$ cat src/rtl/fds_coord_fetch.sv
// Generates 8.8 source coordinates in output raster order and fetches each sample's 2x2 source
// neighbourhood for the bilinear interpolator. Optional macro FDS_CELL_REUSE_EN skips refetching a repeated cell.
module fds_coord_fetch #(
   parameter int unsigned DATA_W  = 8,
   parameter int unsigned ADDR_W  = 16,
   parameter int unsigned COORD_W = 16
) (
   input  logic               clk,
   input  logic               rst,
   input  logic               start,
   input  logic [ADDR_W-1:0]  base_addr,
   input  logic [7:0]         in_w,
   input  logic [7:0]         in_h,
   input  logic [7:0]         out_w,
   input  logic [7:0]         out_h,
   input  logic [15:0]        step_x,
   input  logic [15:0]        step_y,
   output logic               mem_rd_en,
   output logic [ADDR_W-1:0]  mem_addr,
   input  logic [DATA_W-1:0]  mem_rd_data,
   output logic               out_valid,
   input  logic               out_ready,
   output logic [COORD_W-1:0] out_x,
   output logic [COORD_W-1:0] out_y,
   output logic [DATA_W-1:0]  out_a1,
   output logic [DATA_W-1:0]  out_a2,
   output logic [DATA_W-1:0]  out_a3,
   output logic [DATA_W-1:0]  out_a4,
   output logic               out_last,
   output logic               busy,
   output logic               done
);

   localparam int unsigned FRAC_W = 8;
   localparam int unsigned IDX_W  = 8;

   localparam logic [2:0] S_IDLE = 3'd0;
   localparam logic [2:0] S_RD0  = 3'd1;
   localparam logic [2:0] S_RD1  = 3'd2;
   localparam logic [2:0] S_RD2  = 3'd3;
   localparam logic [2:0] S_RD3  = 3'd4;
   localparam logic [2:0] S_WAIT = 3'd5;
   localparam logic [2:0] S_OUT  = 3'd6;
   localparam logic [2:0] S_DONE = 3'd7;

   logic [2:0]         state, state_nxt;
   logic [ADDR_W-1:0]  cfg_base, cfg_base_nxt;
   logic [IDX_W-1:0]   cfg_in_w, cfg_in_w_nxt;
   logic [IDX_W-1:0]   cfg_in_h, cfg_in_h_nxt;
   logic [IDX_W-1:0]   cfg_out_w, cfg_out_w_nxt;
   logic [IDX_W-1:0]   cfg_out_h, cfg_out_h_nxt;
   logic [15:0]        cfg_step_x, cfg_step_x_nxt;
   logic [15:0]        cfg_step_y, cfg_step_y_nxt;
   logic [IDX_W-1:0]   ox, ox_nxt, oy, oy_nxt;
   logic [COORD_W-1:0] ax, ax_nxt, ay, ay_nxt;
   logic [DATA_W-1:0]  a1_nxt, a2_nxt, a3_nxt, a4_nxt;
   logic               mem_rd_en_nxt;
   logic [ADDR_W-1:0]  mem_addr_nxt;
   logic               out_valid_nxt, out_last_nxt;
   logic [COORD_W-1:0] out_x_nxt, out_y_nxt;
   logic               busy_nxt, done_nxt;

   logic               rd_issue, go_rd0, enter_out;
   logic [1:0]         rd_sel;
   logic [IDX_W-1:0]   lim_w, lim_h, ax_int, ay_int;
   logic [IDX_W-1:0]   xi, xi1, yi, yi1;
   logic [15:0]        row0, row1;
   logic [ADDR_W-1:0]  addr_00, addr_01, addr_10, addr_11;

`ifdef FDS_CELL_REUSE_EN
   logic [IDX_W-1:0]   prev_xi, prev_xi_nxt, prev_yi, prev_yi_nxt;
   logic               prev_ok, prev_ok_nxt, reuse, reuse_nxt;
`endif

   // Next-state, datapath and output decode
   always_comb begin
      state_nxt      = state;
      cfg_base_nxt   = cfg_base;
      cfg_in_w_nxt   = cfg_in_w;
      cfg_in_h_nxt   = cfg_in_h;
      cfg_out_w_nxt  = cfg_out_w;
      cfg_out_h_nxt  = cfg_out_h;
      cfg_step_x_nxt = cfg_step_x;
      cfg_step_y_nxt = cfg_step_y;
      ox_nxt         = ox;
      oy_nxt         = oy;
      ax_nxt         = ax;
      ay_nxt         = ay;
      a1_nxt         = out_a1;
      a2_nxt         = out_a2;
      a3_nxt         = out_a3;
      a4_nxt         = out_a4;
      mem_rd_en_nxt  = 1'b0;
      mem_addr_nxt   = mem_addr;
      out_valid_nxt  = out_valid;
      out_x_nxt      = out_x;
      out_y_nxt      = out_y;
      out_last_nxt   = out_last;
      busy_nxt       = busy;
      done_nxt       = 1'b0;
      rd_issue       = 1'b0;
      rd_sel         = 2'd0;
      go_rd0         = 1'b0;
      enter_out      = 1'b0;
`ifdef FDS_CELL_REUSE_EN
      prev_xi_nxt    = prev_xi;
      prev_yi_nxt    = prev_yi;
      prev_ok_nxt    = prev_ok;
      reuse_nxt      = reuse;
`endif

      case (state)
         S_IDLE: begin
            if (start) begin
               cfg_base_nxt   = base_addr;
               cfg_in_w_nxt   = in_w;
               cfg_in_h_nxt   = in_h;
               cfg_out_w_nxt  = out_w;
               cfg_out_h_nxt  = out_h;
               cfg_step_x_nxt = step_x;
               cfg_step_y_nxt = step_y;
               ox_nxt         = '0;
               oy_nxt         = '0;
               ax_nxt         = '0;
               ay_nxt         = '0;
               busy_nxt       = 1'b1;
`ifdef FDS_CELL_REUSE_EN
               prev_ok_nxt    = 1'b0;
               reuse_nxt      = 1'b0;
`endif
               if ((out_w == 8'd0) || (out_h == 8'd0)) begin
                  state_nxt = S_DONE;
               end else begin
                  state_nxt = S_RD0;
                  go_rd0    = 1'b1;
               end
            end
         end
         S_RD0: begin
`ifdef FDS_CELL_REUSE_EN
            if (reuse) begin
               reuse_nxt = 1'b0;
               state_nxt = S_OUT;
               enter_out = 1'b1;
            end else begin
               state_nxt = S_RD1;
               rd_issue  = 1'b1;
               rd_sel    = 2'd1;
            end
`else
            state_nxt = S_RD1;
            rd_issue  = 1'b1;
            rd_sel    = 2'd1;
`endif
         end
         S_RD1: begin
            a1_nxt    = mem_rd_data;
            state_nxt = S_RD2;
            rd_issue  = 1'b1;
            rd_sel    = 2'd2;
         end
         S_RD2: begin
            a2_nxt    = mem_rd_data;
            state_nxt = S_RD3;
            rd_issue  = 1'b1;
            rd_sel    = 2'd3;
         end
         S_RD3: begin
            a3_nxt    = mem_rd_data;
            state_nxt = S_WAIT;
         end
         S_WAIT: begin
            a4_nxt    = mem_rd_data;
            state_nxt = S_OUT;
            enter_out = 1'b1;
         end
         S_OUT: begin
            if (out_ready) begin
               out_valid_nxt = 1'b0;
               out_last_nxt  = 1'b0;
               if (out_last) begin
                  state_nxt = S_DONE;
               end else begin
                  if (ox == cfg_out_w - 8'd1) begin
                     ox_nxt = '0;
                     ax_nxt = '0;
                     oy_nxt = oy + 8'd1;
                     ay_nxt = ay + COORD_W'(cfg_step_y);
                  end else begin
                     ox_nxt = ox + 8'd1;
                     ax_nxt = ax + COORD_W'(cfg_step_x);
                  end
                  state_nxt = S_RD0;
                  go_rd0    = 1'b1;
               end
            end
         end
         S_DONE: begin
            done_nxt  = 1'b1;
            busy_nxt  = 1'b0;
            state_nxt = S_IDLE;
         end
         default: state_nxt = S_IDLE;
      endcase

      // Clamped source cell of the sample being fetched, from the post-update accumulators
      lim_w   = cfg_in_w_nxt - 8'd1;
      lim_h   = cfg_in_h_nxt - 8'd1;
      ax_int  = ax_nxt[FRAC_W +: IDX_W];
      ay_int  = ay_nxt[FRAC_W +: IDX_W];
      xi      = (ax_int > lim_w) ? lim_w : ax_int;
      yi      = (ay_int > lim_h) ? lim_h : ay_int;
      xi1     = (xi == lim_w) ? xi : xi + 8'd1;
      yi1     = (yi == lim_h) ? yi : yi + 8'd1;
      row0    = 16'(yi) * 16'(cfg_in_w_nxt);
      row1    = 16'(yi1) * 16'(cfg_in_w_nxt);
      addr_00 = cfg_base_nxt + ADDR_W'(row0) + ADDR_W'(xi);
      addr_01 = cfg_base_nxt + ADDR_W'(row1) + ADDR_W'(xi);
      addr_10 = cfg_base_nxt + ADDR_W'(row0) + ADDR_W'(xi1);
      addr_11 = cfg_base_nxt + ADDR_W'(row1) + ADDR_W'(xi1);

      if (go_rd0) begin
`ifdef FDS_CELL_REUSE_EN
         if (prev_ok_nxt && (xi == prev_xi) && (yi == prev_yi)) begin
            reuse_nxt = 1'b1;
         end else begin
            rd_issue = 1'b1;
            rd_sel   = 2'd0;
         end
`else
         rd_issue = 1'b1;
         rd_sel   = 2'd0;
`endif
      end

      if (rd_issue) begin
         mem_rd_en_nxt = 1'b1;
         case (rd_sel)
            2'd0:    mem_addr_nxt = addr_00;
            2'd1:    mem_addr_nxt = addr_01;
            2'd2:    mem_addr_nxt = addr_10;
            default: mem_addr_nxt = addr_11;
         endcase
      end

      if (enter_out) begin
         out_valid_nxt = 1'b1;
         out_x_nxt     = (ax_int > lim_w) ? COORD_W'({lim_w, 8'h00}) : ax_nxt;
         out_y_nxt     = (ay_int > lim_h) ? COORD_W'({lim_h, 8'h00}) : ay_nxt;
         out_last_nxt  = (ox == cfg_out_w - 8'd1) && (oy == cfg_out_h - 8'd1);
`ifdef FDS_CELL_REUSE_EN
         prev_xi_nxt   = xi;
         prev_yi_nxt   = yi;
         prev_ok_nxt   = 1'b1;
`endif
      end
   end

   // State and registered outputs
   always_ff @(posedge clk or posedge rst) begin
      if (rst) begin
         state      <= S_IDLE;
         cfg_base   <= '0;
         cfg_in_w   <= '0;
         cfg_in_h   <= '0;
         cfg_out_w  <= '0;
         cfg_out_h  <= '0;
         cfg_step_x <= '0;
         cfg_step_y <= '0;
         ox         <= '0;
         oy         <= '0;
         ax         <= '0;
         ay         <= '0;
         out_a1     <= '0;
         out_a2     <= '0;
         out_a3     <= '0;
         out_a4     <= '0;
         mem_rd_en  <= 1'b0;
         mem_addr   <= '0;
         out_valid  <= 1'b0;
         out_x      <= '0;
         out_y      <= '0;
         out_last   <= 1'b0;
         busy       <= 1'b0;
         done       <= 1'b0;
`ifdef FDS_CELL_REUSE_EN
         prev_xi    <= '0;
         prev_yi    <= '0;
         prev_ok    <= 1'b0;
         reuse      <= 1'b0;
`endif
      end else begin
         state      <= state_nxt;
         cfg_base   <= cfg_base_nxt;
         cfg_in_w   <= cfg_in_w_nxt;
         cfg_in_h   <= cfg_in_h_nxt;
         cfg_out_w  <= cfg_out_w_nxt;
         cfg_out_h  <= cfg_out_h_nxt;
         cfg_step_x <= cfg_step_x_nxt;
         cfg_step_y <= cfg_step_y_nxt;
         ox         <= ox_nxt;
         oy         <= oy_nxt;
         ax         <= ax_nxt;
         ay         <= ay_nxt;
         out_a1     <= a1_nxt;
         out_a2     <= a2_nxt;
         out_a3     <= a3_nxt;
         out_a4     <= a4_nxt;
         mem_rd_en  <= mem_rd_en_nxt;
         mem_addr   <= mem_addr_nxt;
         out_valid  <= out_valid_nxt;
         out_x      <= out_x_nxt;
         out_y      <= out_y_nxt;
         out_last   <= out_last_nxt;
         busy       <= busy_nxt;
         done       <= done_nxt;
`ifdef FDS_CELL_REUSE_EN
         prev_xi    <= prev_xi_nxt;
         prev_yi    <= prev_yi_nxt;
         prev_ok    <= prev_ok_nxt;
         reuse      <= reuse_nxt;
`endif
      end
   end

endmodule

$ cat config.mk
export PLATFORM = sky130hd
export DESIGN_NAME = fds_coord_fetch
export DESIGN_NICKNAME = d
export VERILOG_FILES = /design/src/rtl/fds_coord_fetch.sv
export SDC_FILE = /design/constraint.sdc
export NUM_CORES = 1
export LEC_CHECK = 0
export ABC_CLOCK_PERIOD_IN_PS = 28200
export BUFFER_PORTS_ARGS = -buffer_cell sky130_fd_sc_hd__buf_2
export CAP_MARGIN = 5
export CORE_MARGIN = 5
export CORE_UTILIZATION = 55
export CTS_CLUSTER_SIZE = 28
export DETAILED_ROUTE_END_ITERATION = 7
export PLACE_DENSITY_LB_ADDON = 0.15
export SETUP_SLACK_MARGIN = 0.05
export SKIP_LAST_GASP = 1
export SLEW_MARGIN = 20
export SYNTH_ARGS = -nofsm -noshare
export SYNTH_HDL_FRONTEND = slang
export SYNTH_SLANG_ARGS = --single-unit
$ cat constraint.sdc
create_clock -name clk -period 28.2 [get_ports clk]
set_input_delay 1.41 -clock clk [delete_from_list [all_inputs] [get_ports clk]]
set_output_delay 1.41 -clock clk [all_outputs]
set_load 0.01 [all_outputs]
==> key figures <==
Timing
  • Max-slew headroom: 24.5%
  • Setup violation total in the final timing report: 0
  • Final-report hold violation count: 0
  • Fmax: 0.0805 GHz
  • Final worst path period need: between 10 and 15 ns
  • Clk_skew: around 0.023 ns
  • Worst slew pin tran: between 1 and 1.5 ns
  • RSZ-0062 raised after global routing: false
  • Slew Limit Fails: 0
  • Final Cycle Share: approximately 44%
  • Setup_tns: 0 ns

Placed design
  • HPWL Detailed: 40.2 mm
  • RePlAce Congestion: 0.968
  • IO Port Bufs: 176

Clocking
  • TritonCTS clock tree: built
  • Post_cts resized: 0
  • Worst-path clk slew: about 0.06 ns
  • CTS Hold Bufs: 0
  • Clock Tree Root: clkbuf_16
  • CTS Sinks: about 220
  • Clk_lat worst skew: about 0.57 ns
  • H-tree Lvls: 1
  • CTS Buf Count: 27
  • Max clock buf depth: 3
  • Post-CTS setup repair buffer count: 0

Logic synthesis
  • Post-synth EDFFs: 0
  • Cell Area, Synth: between 0.015 and 0.02 mm^2
  • Synth unique cells: 84
  • Yosys reg bits: 216
  • Synth area leader: dfrtp_1
  • Synthesized area per cell: ~8.8 um^2
  • Top_reg_cell synth: dfrtp_1
  • Syn_nets: 2430
  • Largest cells by area after synthesis: dfrtp_1 (29%), fa_1 (11%), ha_1 (9.4%)
  • Post-synth ARST share: 100%
  • Commonest cells in the netlist: nand2_1 (330), inv_1 (240), dfrtp_1 (216), nor2_1 (159), ha_1 (139)
  • Post-synthesis sequential area ratio: between 20% and 30%
  • YS warnings: 0
  • Cells after synthesis: ~2.1k
  • Most common cell in the netlist: nand2_1
  • Top-area cell type share of the netlist area: between 20 and 30%

Worst setup path
  • Crit path capture: mem_addr[15]$_DFFE_PP0P_
  • R2R Setup Slk: about 16 ns
  • Most common cell on crit path: inv_1
  • Slowest CP cell: nor3_2
  • Reg2reg path depth: 36
  • Critical path data required time: between 20 and 30 ns
  • CP Class: in2reg
  • CP Launch Type: primary input
  • Worst r2r src: state[2]$_DFFE_PP0P_
  • Worst Path Max Fanout: 32
  • CP Data Arrival Time: roughly 13 ns
  • CP max stage delay: between 0.7 and 0.8 ns
  • CP Capture Type: register
  • CP Launch Point: start
  • Critical R2R Capture: mem_addr[15]$_DFFE_PP0P_

Layout
  • # nets final: between 2k and 3k
  • Layout cells sized above 1: between 10% and 20%
  • # fillers: about 3.0k
  • ANT cells: 0
  • Syn-to-layout area delta: 12.1%
  • Multi-input logic area: around 0.012 mm^2
  • Sequential Area: 0.00541 mm^2

Drt
  • DRT Pass-1 Iters: 6
  • DR vias: 15.5k
  • 1st-iter DRT viols: a little over 800
  • DR vias/cell: 5.72
  • Final WL: around 51 mm
  • Residual DRC count: 0
  • Final ANT Viol Nets: 0
  • Avg WL per Cell: around 19 um

Floorplanning
  • Top-Level Pins: about 180
  • Core Region: 0.0334 mm^2
  • Starting Density: around 56%
  • Die area: 0.0375 mm^2
  • Die W: between 150 and 200 um
  • Die Ht: roughly 190 um
  • Num rows: 67

Global routing
  • Tot GR Track Use: 27.2%
  • Vias in the first global route: between 15k and 20k
  • Initial antenna violation count: 0
  • Largest net degree at the start of global routing: around 120
  • First-pass GRT wire length: ~84 mm
  • Total grt overflow: 0

Hold path
  • Worst min-delay path category: reg2reg

Status
  • Status: completed

Run
  • Max Cap Viol: 0
-- per-stage QoR --
stage / hold slack (ns) / worst slack (ns) / instance area, um^2 / std cells / utilization (%)
finish: 0.469 / 15.78 / 20800 / 2716 / 62.3
global route: 0.488 / 15.16 / 20800 / 2716 / 62.3
CTS: 0.475 / 15.76 / 20800 / 2716 / 62.3
detailed placement: 0.462 / 15.22 / 19900 / 2669 / 59.5
global placement: 0.456 / 15.48 / 19900 / 2669 / 59.5
floorplan: 0.452 / 16.99 / 18500 / 2095 / -
-- final cells by class --
type | instances | area share, %
clock buffers | 36 | 3.61
repair buffers | 196 | 4.96
multi-input cells | 1567 | 57.6
clock inverters | 11 | 0.759
well taps | 448 | 2.70
inverters | 242 | 4.41
flip-flops and latches | 216 | 26.0
-- worst min-delay path by stage --
stage | start | cells past startpoint | endpoint | slack, ns
final | out_y[5]$_DFFE_PP0P_ | 2 | out_y[5]$_DFFE_PP0P_ | 0.47
after global routing | out_y[1]$_DFFE_PP0P_ | 2 | out_y[1]$_DFFE_PP0P_ | 0.49
after CTS | out_y[5]$_DFFE_PP0P_ | 2 | out_y[5]$_DFFE_PP0P_ | 0.48
after detailed placement | out_y[5]$_DFFE_PP0P_ | 2 | out_y[5]$_DFFE_PP0P_ | 0.46
after global placement | out_y[10]$_DFFE_PP0P_ | 2 | out_y[10]$_DFFE_PP0P_ | 0.46
after floorplan | cfg_step_x[0]$_DFFE_PP0P_ | 2 | cfg_step_x[0]$_DFFE_PP0P_ | 0.45
-- layout by cell type, fill, tap and decap left out, types with 13 or more instances in the layout --
cell type,instances
o21a_1,16
buf_4,20
nand4_1,13
nand3_1,24
a31oi_1,15
fa_1,104
buf_2,176
xnor2_1,82
and3_1,13
nor3_1,35
dfrtp_1,216
mux2_2,85
a22o_1,19
a21o_1,33
nor2_1,159
nand2_1,329
o31ai_1,15
clkbuf_16,27
inv_1,239
o21ai_0,93
and2_1,20
ha_1,139
xor2_1,40
nand2b_1,13
mux2i_1,38
a21oi_1,82
nor2b_1,15
-- cell families (layout without fill, tap and decap cells) --
group,count (synthesis),in the layout,synth area share (%)
AND/OR/NAND/NOR,690,690,16.7
AO/OA/AOI/OAI,387,387,14.0
buffers and inverters,312,485,6.37
adder cells (fa/ha/maj),244,244,20.7
flip-flops,216,216,29.2
multiplexers,124,124,7.29
XOR/XNOR,122,122,5.77
-- metal layers --
layer	vias up	GRT usage, %	wire length (um)
li1	7395	-	-
met1	7568	34.7	21500
met2	454	45.6	24300
met3	130	4.37	2760
met4	0	12.4	2860
met5	-	0	0
-- sequential cells by signal, summed over array words and instances, names as in the netlist, 16 cells and up --
name,flops
ax,16
ay,16
cfg_base,16
cfg_step_x,16
cfg_step_y,16
mem_addr,16
out_x,16
out_y,16
-- critical path, delay by kind of cell --
kind,cells,cell delay (ns)
and+or+nand+nor,8,2.52
xor gates and xnor gates,2,0.34
buffers and inverters,6,0.55
muxes,2,1.03
adders and majority gates,8,3.23
AOI/OAI and AO/OA,11,3.72
Power is left out: the tool's default activity adds up to more than one toggle a clock period on the data nets, which glitch-free logic cannot reach.
